`src/rtl/order_ingress_sequencer.sv`:
```
// rtl/order_ingress_sequencer.sv - FIFO-buffered ingress that issues orders/max updates to the risk stage one at a time
module order_ingress_sequencer #(
    parameter int DEPTH   = 8,
    parameter int TIMEOUT = 15,
    parameter int CNT_W   = 16
) (
    input  logic                     clk,
    input  logic                     HRESET,
    input  logic                     in_valid,
    output logic                     in_ready,
    input  logic [4:0]               in_client_id,
    input  logic [15:0]              in_amount,
    input  logic                     in_is_max,
    output logic [4:0]               client_id,
    output logic [15:0]              amount,
    output logic                     new_order,
    output logic                     new_max,
    input  logic                     risk_done,
    input  logic                     risk_ok,
    output logic                     busy,
    output logic [$clog2(DEPTH):0]   fifo_count,
    output logic [CNT_W-1:0]         accept_cnt,
    output logic [CNT_W-1:0]         reject_cnt,
    output logic [CNT_W-1:0]         timeout_cnt
);

    localparam int AW = $clog2(DEPTH);
    localparam logic [AW:0] FULL_CNT = DEPTH[AW:0];
    localparam logic [7:0] TIMER_LAST = 8'(TIMEOUT - 1);

    typedef enum logic [1:0] {
        ST_IDLE,
        ST_ISSUE,
        ST_WAIT
    } state_t;

    state_t          state;
    logic [21:0]     mem [DEPTH];
    logic [AW-1:0]   wr_ptr;
    logic [AW-1:0]   rd_ptr;
    logic [AW:0]     count;
    logic [7:0]      timer;
    logic            cur_is_max;
    logic            push;
    logic            pop;
    logic [21:0]     head;

    // No bypass: readiness follows the registered occupancy only.
    assign in_ready   = (count != FULL_CNT);
    assign push       = in_valid && in_ready;
    assign pop        = (state == ST_WAIT) && (risk_done || timer == TIMER_LAST);
    assign head       = mem[rd_ptr];
    assign fifo_count = count;
    assign busy       = (state != ST_IDLE);

    always_ff @(posedge clk) begin
        if (push) begin
            mem[wr_ptr] <= {in_is_max, in_client_id, in_amount};
        end
    end

    always_ff @(posedge clk) begin
        if (HRESET) begin
            wr_ptr <= '0;
            rd_ptr <= '0;
            count  <= '0;
        end else begin
            if (push) begin
                wr_ptr <= wr_ptr + AW'(1);
            end
            if (pop) begin
                rd_ptr <= rd_ptr + AW'(1);
            end
            case ({push, pop})
                2'b10:   count <= count + (AW+1)'(1);
                2'b01:   count <= count - (AW+1)'(1);
                default: count <= count;
            endcase
        end
    end

    always_ff @(posedge clk) begin
        if (HRESET) begin
            state       <= ST_IDLE;
            client_id   <= '0;
            amount      <= '0;
            new_order   <= 1'b0;
            new_max     <= 1'b0;
            cur_is_max  <= 1'b0;
            timer       <= '0;
            accept_cnt  <= '0;
            reject_cnt  <= '0;
            timeout_cnt <= '0;
        end else begin
            new_order <= 1'b0;
            new_max   <= 1'b0;
            case (state)
                ST_IDLE: begin
                    if (count != '0) begin
                        cur_is_max <= head[21];
                        client_id  <= head[20:16];
                        amount     <= head[15:0];
                        new_order  <= !head[21];
                        new_max    <= head[21];
                        state      <= ST_ISSUE;
                    end
                end
                ST_ISSUE: begin
                    timer <= '0;
                    state <= ST_WAIT;
                end
                ST_WAIT: begin
                    // A done on the last allowed cycle wins over the timeout.
                    if (risk_done) begin
                        if (!cur_is_max) begin
                            if (risk_ok) begin
                                if (accept_cnt != '1) accept_cnt <= accept_cnt + CNT_W'(1);
                            end else begin
                                if (reject_cnt != '1) reject_cnt <= reject_cnt + CNT_W'(1);
                            end
                        end
                        state <= ST_IDLE;
                    end else if (timer == TIMER_LAST) begin
                        if (timeout_cnt != '1) timeout_cnt <= timeout_cnt + CNT_W'(1);
                        state <= ST_IDLE;
                    end else begin
                        timer <= timer + 8'd1;
                    end
                end
                default: state <= ST_IDLE;
            endcase
        end
    end

endmodule

```
`config.mk`:
```
export PLATFORM = sky130hd
export DESIGN_NAME = order_ingress_sequencer
export DESIGN_NICKNAME = d
export VERILOG_FILES = /design/src/rtl/order_ingress_sequencer.sv
export SDC_FILE = /design/constraint.sdc
export NUM_CORES = 1
export LEC_CHECK = 0
export BUFFER_PORTS_ARGS = -buffer_cell sky130_fd_sc_hd__buf_2
export CORE_ASPECT_RATIO = 1.75
export CORE_MARGIN = 3
export CORE_UTILIZATION = 53
export CTS_BUF_LIST = sky130_fd_sc_hd__clkbuf_8 sky130_fd_sc_hd__clkbuf_16
export DETAILED_ROUTE_END_ITERATION = 16
export PLACE_DENSITY = 0.75
export REMOVE_ABC_BUFFERS = 1
export SYNTH_ARGS = -nofsm -noshare
export SYNTH_HDL_FRONTEND = slang
export SYNTH_SLANG_ARGS = --single-unit
```
`constraint.sdc`:
```
create_clock -name clk -period 3 [get_ports clk]
set_input_delay 0.45 -clock clk [delete_from_list [all_inputs] [get_ports clk]]
set_output_delay 0.45 -clock clk [all_outputs]
set_load 0.02 [all_outputs]
```
Word-level counts from Yosys, hierarchy flattened:

Memory sizes are Yosys's and may differ from the RTL's. A register that Yosys moved wholly into a read port is not among the register bits.
Cells that the tools add are included.

* input port bits: 27
* memory bits (writable): 176
* memories: 1
* register bits after elaboration: 92
* output and inout port bits: 77
* logic and storage cells: 68

Memory list
* mem: depth 8, width 22, read ports 1, clocked after Yosys merged registers in 1, write ports 1, RTL line 38 `logic [21:0] mem [DEPTH];`

* reduce and logical (&&, ||, !) cells: 16
* bitwise gates (word level): 5
* equality and inequality tests: 13
* add/sub/neg operators: 8
* mux-type cells: 12

Operators by type and width (number)
* 16-bit by 1-bit adder with 16-bit output, second input constant: 3
* 16-bit inequality test, second input constant: 3
* 8-bit 2-to-1 mux: 2
* 8-bit case mux with 2 select lines: 1
* 5-bit AND reduction: 2
* 8-bit by 1-bit adder with 8-bit output, second input constant: 1
* 8-bit by 4-bit == test with 1-bit output, second input constant: 1
* 4-bit case mux with 2 select lines: 1
* 3-bit by 1-bit adder with 3-bit output, second input constant: 2
* 2-bit 2-to-1 mux: 3
* 3-bit 2-to-1 mux: 2
* 2-bit inequality test, second input constant: 3
* 2-bit case mux with 3 select lines: 1
* 2-bit nonzero test: 3
* 1-bit NOT: 5
* 4-bit by 1-bit adder with 4-bit output, second input constant: 1
* 2-bit by 1-bit == test with 1-bit output, second input constant: 2
* 2-bit == test, second input constant: 2
* 4-bit inequality test, second input constant: 1
* 2-bit AND reduction: 2
* 4-bit AND reduction: 1
* 4-bit nonzero test: 1
* 4-bit by 1-bit subtractor with 4-bit output, second input constant: 1
* 3-bit by 2-bit inequality test with 1-bit output, second input constant: 1
* 7 further kinds: 9

Longest topological paths before layout:

Gate-level depths: netlist (run 1).

* depth after elaboration: 5
* gate-level depth with buffers: 13
* depth with buffers taken out: 12

Worst setup path after synthesis (run 1):

Ideal clock, no wire load.

* path kind: register -> register
* start: register count[0] (netlist: fifo_count[0])
* end: memory mem[0][0], enable pin
* path buffers: 0
* slack: -0.387 ns
* data required time: 2.571 ns
* stages on the path, launching flop included: 6
* arrival: 2.959 ns
* period minus slack after synthesis: 3.387 ns
* setup time: 0.429 ns
* cell sequence: dfxtp_1 nor3_1 nand2_1 nand2_1 or2_2 nor3_1

* cells in the longest elaborated chain, start to end: 4

RTL lines
* start: declaration: RTL line 41 `logic [AW:0] count;`
* start signal: assignment: RTL line 75 `2'b10: count <= count + (AW+1)'(1);`
* start signal: assignment: RTL line 76 `2'b01: count <= count - (AW+1)'(1);`
* start signal: assignment: RTL line 77 `default: count <= count;`
* 4-bit inequality test: RTL line 49 `assign in_ready = (count != FULL_CNT);`
* net in_ready: RTL line 10 `output logic in_ready,`
* 1-bit logical AND: RTL line 50 `assign push = in_valid && in_ready;`
* 1-bit 2-to-1 mux: RTL line 57 `if (push) begin`
* 1-bit 2-to-1 mux (implied by the code): RTL line 58 `mem[wr_ptr] <= {in_is_max, in_client_id, in_amount};`
* end: declaration: RTL line 38

The timed path passes the listed nets, and every way through them passes these cells.

Worst setup path in the final report (run 1):

* start: register timer[0]
* end: register count[2] (netlist: fifo_count[2])

* cells in the longest elaborated chain, start to end: 5
* elaborated cells between the ends (all ways): 7
* those cells by class: eq/ne: 3; mux: 1; reduce/logical: 3

RTL lines
* start: declaration: RTL line 42 `logic [7:0] timer;`
* start signal: assignment: RTL line 127 `timer <= timer + 8'd1;`
* 8-bit by 4-bit == test with 1-bit output *: RTL line 51 `assign pop = (state == ST_WAIT) && (risk_done || timer == TIMER_LAST);`
* 1-bit logical OR *: RTL line 51
* 1-bit logical AND *: RTL line 51
* 2-bit by 1-bit == test with 1-bit output / 2-bit == test (equally long branches): RTL line 74 `case ({push, pop})`
* 4-bit case mux with 2 select lines / 2-bit nonzero test (equally long branches)

Mark *: on every way between the ends. The rest lies on a longest branch, timed or not.
A chain may end at the register's enable or synchronous reset.

==> results by group, run 1 <==
Synthesis
  – Avg Cell Area, Syn: 14.7 um^2
  – Ys Warns: 0
  – Sequential area share after synthesis: between 60% and 70%
  – #FFs+latches synth: approximately 270
  – Top cell type's share of synthesized area: between 40% and 50%
  – Post-synth ARST share: 0%
  – Cell Area, Synth: 10900 um^2
  – Post-synth top flop: edfxtp_1
  – Synth top area cells: edfxtp_1 49%, dfxtp_1 17%, mux4_2 9.1%
  – Top cell type by total area after synthesis: edfxtp_1
  – Netlist cell types: 62
  – Number of synthesized flops with an enable pin: about 180
  – Post-Synthesis Cells: 740

Power
  – Cell Int Power: roughly 6.0 mW
  – Comb power frac: a little over a tenth
  – Pleak: between 4 and 5 nW
  – Sw Ratio: roughly 24%
  – Power per cell area: ~630 nW/um^2
  – Sequential share of power: 53.4%
  – Clk network pwr share: 35.7%
  – Sw Pwr: ~1.9 mW
  – VDD IR-drop max: approximately 0.57 mV

Drt
  – Initial DRC count: 468
  – Post-Route WL: approximately 22000 um
  – DRT Pass-1 Iters: 4
  – Mean routed wirelength per cell: about 19 um
  – Antenna-violating nets left: 0
  – DRT met1 WL: about 8200 um
  – Vias/cell: 5.77
  – Top sig layer: met5
  – Total number of vias: between 6000 and 7000
  – Post-route DRC: 0
  – Wire length on met2: 12000 um
  – Met3 WL: around 1200 um

Floorplan
  – Core ar.: between 15000 and 20000 um^2
  – Boundary Pins: roughly 100
  – Initial Utilization: approximately 54%
  – Die W: about 110 um
  – Die H: 196 um
  – Rows: a little under 70
  – Die area: around 22000 um^2

Global routing
  – Largest net degree at the start of global routing: 45
  – First-pass GRT wire length: between 30000 and 40000 um
  – Vias in the first global route: between 6000 and 7000
  – Initial antenna violation count: 1
  – GRT Util Overall: 19.3%
  – Total gr overflow: 0

STA
  – Final period utilization: roughly 90%
  – Min Clock Period, post-route: 2.76 ns
  – Endpoints failing setup: 0
  – Worst Skew: between 0.01 and 0.015 ns
  – Hold_ws: approximately 0.21 ns
  – Setup TNS: 0 ns
  – RSZ-0062 raised after global routing: false
  – Hold Fails Final Rpt: 0
  – Max Freq: roughly 360 MHz
  – Slew HR: roughly 43%
  – Final WS setup: between 0.2 and 0.25 ns
  – Worst Tran Pin Value: around 0.86 ns
  – Final Slew Violations: 0

Clock tree
  – Clock Latency Late Sink: 0.51 ns
  – Root Buffer: clkbuf_16
  – Reg clk slew, reported paths: approximately 0.060 ns
  – Post-CTS Setup Inserts: 0
  – Post_cts resized: 0
  – CTS tree: built
  – CTS H-tree depth: 1
  – Cts hold-fix bufs: 0
  – CTS Buf Count: 25
  – Longest Clk Path Bufs: 3
  – CTS sink cnt: about 270

Finish
  – # diodes: 0
  – Final Cell Area: between 10000 and 15000 um^2
  – Share of cells above drive strength 1: around a quarter
  – Area Overhead vs Synth: 15.1%
  – Fillers: roughly 1500
  – Final nets: roughly 890
  – Most common cell after layout, fill and taps aside: edfxtp_1
  – Storage cell area: between 7000 and 8000 um^2
  – Multi-input logic area: between 3000 and 4000 um^2
  – Layout Utilization: between 60 and 70%
  – Most frequent cells in the layout: 176 x edfxtp_1, 103 x buf_2, 93 x dfxtp_1, 87 x nor2_1, 44 x mux4_2

Placed design
  – Gpl congestion: approximately 0.82
  – Cell Area, Placed: 11800 um^2
  – Pre-CTS setup slack: 0.260 ns
  – HPWL Detailed: 14000 um
  – Port Buffers: ~100

Hold path
  – Hold Crit Class: input pin to register
  – Hold Path Stages: 1

Run status
  – Outcome: finished, final reports clean

Worst setup path
  – CP peak stage delay: about 0.43 ns
  – Worst path cell trace: inv_1 > ha_1 > and4b_1 > a21o_1 > and3b_2 > ha_1 > xor2_1 > ha_1 > a21oi_1 > xor2_1 > or3_1 > a21oi_1
  – CP required: roughly 3.4 ns
  – Worst EP arrival: 3.20 ns
  – Critical path fanouts, max: 7
  – Crit path top cell by count: ha_1
  – Kind of start point of the critical path: register
  – FF-to-FF path depth: 12
  – Slowest CP cell: dfxtp_1
  – Setup crit end kind: register
  – Critical path class: register to register

Job
  – Max-cap violation count: 0
## registers in the layout, indices dropped and copies added, names as in the netlist, named ones only
| signal | count |
|---|---|
| timer | 8 |
| cur_is_max | 1 |
| mem | 176 |
| client_id | 5 |
| rd_ptr | 3 |
| new_order | 1 |
| accept_cnt | 16 |
| fifo_count | 4 |
| reject_cnt | 16 |
| timeout_cnt | 16 |
| new_max | 1 |
| wr_ptr | 3 |
| amount | 16 |
| state | 2 |
## routing by layer
metal,up-vias,global-route usage [%]
met5,-,0
met4,2,4.23
met2,167,36.4
li1,3061,-
met3,30,2.96
met1,3191,22.9
## cell usage after synthesis (10+ instances only)
master,count
nand2_1,21
clkbuf_1,23
a211oi_1,22
a21oi_1,14
nor2_1,93
dfxtp_1,95
nand4_1,17
and3_1,10
o21ai_0,10
mux4_2,44
ha_1,10
xor2_1,30
nor3_1,11
mux2i_1,29
xnor2_1,14
edfxtp_1,176
nand3_1,17
## through the flow
step	cells	total power [mW]
floorplan	705	4.84
global placement	1073	5.18
detailed placement	1073	5.21
CTS	1118	8.03
global route	1118	8.26
finish	1118	7.94
## critical path, delay by kind of cell (launching register included)
family	cells	cell delay, ns
adder cells (fa/ha/maj)	3	0.62
AND/OR/NAND/NOR	3	0.79
flip-flops	1	0.43
buffers and inverters	1	0.09
AO/OA/AOI/OAI	3	0.50
XOR/XNOR	2	0.27
## path summary, 6_finish.rpt
check / end / slack [ns] / from
min reg2reg: wr_ptr[0]$_SDFFE_PP0P_ / 0.49 / wr_ptr[0]$_SDFFE_PP0P_
max: fifo_count[2]$_SDFFE_PP0P_ / 0.24 / timer[0]$_SDFFE_PP0P_
min: mem[2][7]$_DFFE_PP_ / 0.21 / in_amount[7]
max reg2reg: fifo_count[2]$_SDFFE_PP0P_ / 0.24 / timer[0]$_SDFFE_PP0P_
## power by group through the flow
| stage | sequential, mW | clock (mW) | combinational, mW |
|---|---|---|---|
| final | 4.24 | 2.83 | 0.865 |
| after global routing | 4.26 | 3.05 | 0.953 |
| after global placement | 4.31 | 0 | 0.865 |
| after detailed placement | 4.32 | 0 | 0.884 |
| after floorplan | 4.44 | 0 | 0.398 |
| after CTS | 4.24 | 2.90 | 0.888 |
## logic make-up (layout without fill, tap and decap cells)
group	Yosys count	after routing	share of synthesized area, %
DFF	271	271	66.0
AOI/OAI and AO/OA	74	74	4.77
buffers and inverters	40	173	1.59
and+or+nand+nor	227	227	11.1
xor gates and xnor gates	44	44	3.54
adders and majority gates	10	10	1.15
muxes	74	74	11.9
## layout make-up
class	instances	area share (%)
well taps	245	2.44
clock inverters	19	0.728
flip-flops and latches	271	57.3
multi-input cells	429	28.4
inverters	5	0.150
repair buffers	123	5.81
clock buffers	26	5.10
(Power assumes the default switching activity.)
==> run 2: changes to the inputs <==
--- a/config.mk
+++ b/config.mk
@@ -5,13 +5,14 @@
 export SDC_FILE = /design/constraint.sdc
 export NUM_CORES = 1
 export LEC_CHECK = 0
+export ABC_CLOCK_PERIOD_IN_PS = 2950
 export BUFFER_PORTS_ARGS = -buffer_cell sky130_fd_sc_hd__buf_2
 export CORE_ASPECT_RATIO = 1.75
 export CORE_MARGIN = 3
-export CORE_UTILIZATION = 53
+export CORE_UTILIZATION = 55
 export CTS_BUF_LIST = sky130_fd_sc_hd__clkbuf_8 sky130_fd_sc_hd__clkbuf_16
 export DETAILED_ROUTE_END_ITERATION = 16
-export PLACE_DENSITY = 0.75
+export PLACE_DENSITY_LB_ADDON = 0.12
 export REMOVE_ABC_BUFFERS = 1
 export SYNTH_ARGS = -nofsm -noshare
 export SYNTH_HDL_FRONTEND = slang
==> constraint.sdc (replaced) <==
create_clock -name clk -period 2.95 [get_ports clk]
set_input_delay 0.4425 -clock clk [delete_from_list [all_inputs] [get_ports clk]]
set_output_delay 0.4425 -clock clk [all_outputs]
set_load 0.02 [all_outputs]
==> run 2 against run 1 <==
Flip-flop and latch count unchanged. Setup slack worse by 0.051 ns. Critical endpoint unchanged. Total power rose by 6.3%.
==> results by group, run 2 (synthesis results as in run 1) <==
Run status
  – Outcome: finished, final reports clean

Worst setup path
  – Kind of start point of the critical path: register
  – Crit path top cell by count: ha_1
  – Critical path class: register to register
  – Setup crit end kind: register
  – Worst EP arrival: 3.20 ns (about the same)
  – FF-to-FF path depth: 12 (unchanged)
  – Flop-to-flop setup slack: 0.19 ns (-0.05 ns)
  – Slowest CP cell: dfxtp_2
  – Critical path fanouts, max: 7 (unchanged)
  – CP peak stage delay: 0.38 ns (-0.05 ns)
  – CP required: 3.39 ns (-0.04 ns)
  – Worst path cell trace: inv_1 > ha_1 > and4b_1 > a21o_1 > and3b_2 > ha_1 > xor2_1 > ha_1 > a21oi_1 > xor2_1 > or3_1 > a21oi_1

Finish
  – Layout Utilization: 65.4% (+2.7 points)
  – Fillers: 1413 (-3.4%)
  – Most flop-heavy register: mem
  – Final nets: 890 (-0.22%)
  – Most common cell after layout, fill and taps aside: edfxtp_1
  – Share of cells above drive strength 1: 26.5% (+0.061 points)
  – Area Overhead vs Synth: 15.8%
  – Max FFs per register: 176 (unchanged)
  – Most frequent cells in the layout: 176 x edfxtp_1, 103 x buf_2, 92 x dfxtp_1, 87 x nor2_1, 44 x mux4_2
  – # diodes: 0 (unchanged)
  – Final Non-Filler Cells: 1112 (-0.54%)

Power
  – Power per cell area: 669 nW/um^2 (+5.7%)
  – Pleak: 4.43 nW (+0.80%)
  – Power, Total: 8.44 mW (+6.3%)
  – VDD IR-drop max: 0.662 mV (+16%)

Clock tree
  – Root Buffer: clkbuf_16
  – Cts hold-fix bufs: 0 (unchanged)
  – Post_cts resized: 0 (unchanged)
  – Post-CTS Setup Inserts: 0 (unchanged)
  – Longest Clk Path Bufs: 3 (unchanged)
  – CTS tree: built
  – Reg clk slew, reported paths: 0.06 ns (about the same)
  – CTS H-tree depth: 1 (unchanged)
  – CTS Buf Count: 25 (unchanged)
  – Clock Latency Late Sink: 0.51 ns (about the same)
  – CTS sink cnt: 271 (unchanged)

STA
  – Final Slew Violations: 0 (unchanged)
  – Endpoints failing setup: 0 (unchanged)
  – Hold Fails Final Rpt: 0 (unchanged)
  – Worst Tran Pin Value: 1.03 ns (+0.168 ns)
  – Worst Skew: 0.0145 ns (+0.00140 ns)
  – Setup TNS: 0 ns (unchanged)
  – Final period utilization: 93.6% (+1.6 points)
  – RSZ-0062 raised after global routing: false
  – Min Clock Period, post-route: 2.76 ns (+0.00136 ns)
  – Slew HR: 31.5% (-11 points)
  – Max Freq: 362 MHz (about the same)
  – Final WS setup: 0.188 ns (-0.0514 ns)

Placed design
  – HPWL Detailed: 14200 um (+1.5%)
  – Pre-CTS setup slack: 0.134 ns (-0.126 ns)
  – Port Buffers: 103 (unchanged)
  – Gpl congestion: 0.837 (+2.5%)
  – Cells after DPL: 1067 (-0.56%)

Hold path
  – Hold Path Stages: 1 (unchanged)
  – Hold Crit Class: input pin to register

Floorplan
  – Core ar.: 19300 um^2 (-3.6%)
  – Die area: 21600 um^2 (-3.5%)
  – Rows: 67 (-1.5%)
  – Die W: 112 um (-1.7%)
  – Boundary Pins: 104 (unchanged)
  – Initial Utilization: 56.5% (+2.0 points)
  – Die H: 192 um (-1.8%)

Drt
  – Total number of vias: 6448 (-0.047%)
  – Antenna-violating nets left: 0 (unchanged)
  – Vias/cell: 5.80 (+0.49%)
  – DRT Pass-1 Iters: 6 (+2)
  – Mean routed wirelength per cell: 19.9 um (+2.8%)
  – Initial DRC count: 390 (-17%)
  – Post-route DRC: 0 (unchanged)
  – Post-Route WL: 22100 um (+2.3%)

Global routing
  – Largest net degree at the start of global routing: 49 (+8.9%)
  – Total gr overflow: 0 (unchanged)
  – GRT Util Overall: 20.7% (+1.4 points)
  – First-pass GRT wire length: 35600 um (+4.4%)
  – Vias in the first global route: 6798 (+7.4%)
  – Initial antenna violation count: 0 (-1)

Job
  – Max-cap violation count: 0 (unchanged)
[run 2: cell count changes in the layout (fill, tap and decap cells not counted)]
cell and change:
clkbuf_8 +1, dfxtp_2 +1, clkinvlp_2 -1, buf_4 -1
clkinv_1 +2, bufinv_16 +4, buf_12 -1, dfxtp_1 -1
inv_1 -3, clkinvlp_4 -3
[run 2: through the flow]
step	hold WS (ns)	cell area [um^2]
after floorplan	0.456	10700
after global placement	0.483	11800
after detailed placement	0.484	11800
after CTS	0.187	12600
after global routing	0.192	12600
final	0.200	12600
[run 2: layer usage]
metal  part of all wire [%]  global-route usage [%]
met1                     39                    24.0
met2                     55                    39.2
met3                    4.2                    3.66
met4                    2.0                    5.55
met5                      0                       0
[run 2: layout make-up]
type                            instances  area, um^2  area share, %
Sequential cell                       271        7190           57.0
Clock buffer                           27         653           5.18
Timing Repair Buffer                  121         701           5.56
Inverter                                5        18.8          0.149
Tap cell                              241         302           2.39
Multi-Input combinational cell        429        3570           28.3
Clock inverter                         18         180           1.43
[run 2: worst max-delay path, delay by kind of cell (launching register included)]
family / cells / cell delay [ns]
adders and majority gates: 3 / 0.63
and+or+nand+nor: 3 / 0.79
xor gates and xnor gates: 2 / 0.26
DFF: 1 / 0.38
buffers and inverters: 1 / 0.08
AOI/OAI and AO/OA: 3 / 0.54
[run 2: worst paths after layout]
kind | to | start
setup / recovery | fifo_count[2]$_SDFFE_PP0P_ | timer[0]$_SDFFE_PP0P_
hold / removal | mem[7][7]$_DFFE_PP_ | in_amount[7]
setup reg to reg | fifo_count[2]$_SDFFE_PP0P_ | timer[0]$_SDFFE_PP0P_
hold reg to reg | amount[9]$_SDFFE_PP0P_ | amount[9]$_SDFFE_PP0P_
[run 2: power breakdown]
group	internal [mW]	switching [mW]	total (mW)	leakage, nW
logic	0.347	0.540	0.886	1.63
registers	4.21	0.0972	4.31	2.37
clock network	1.94	1.31	3.25	0.430
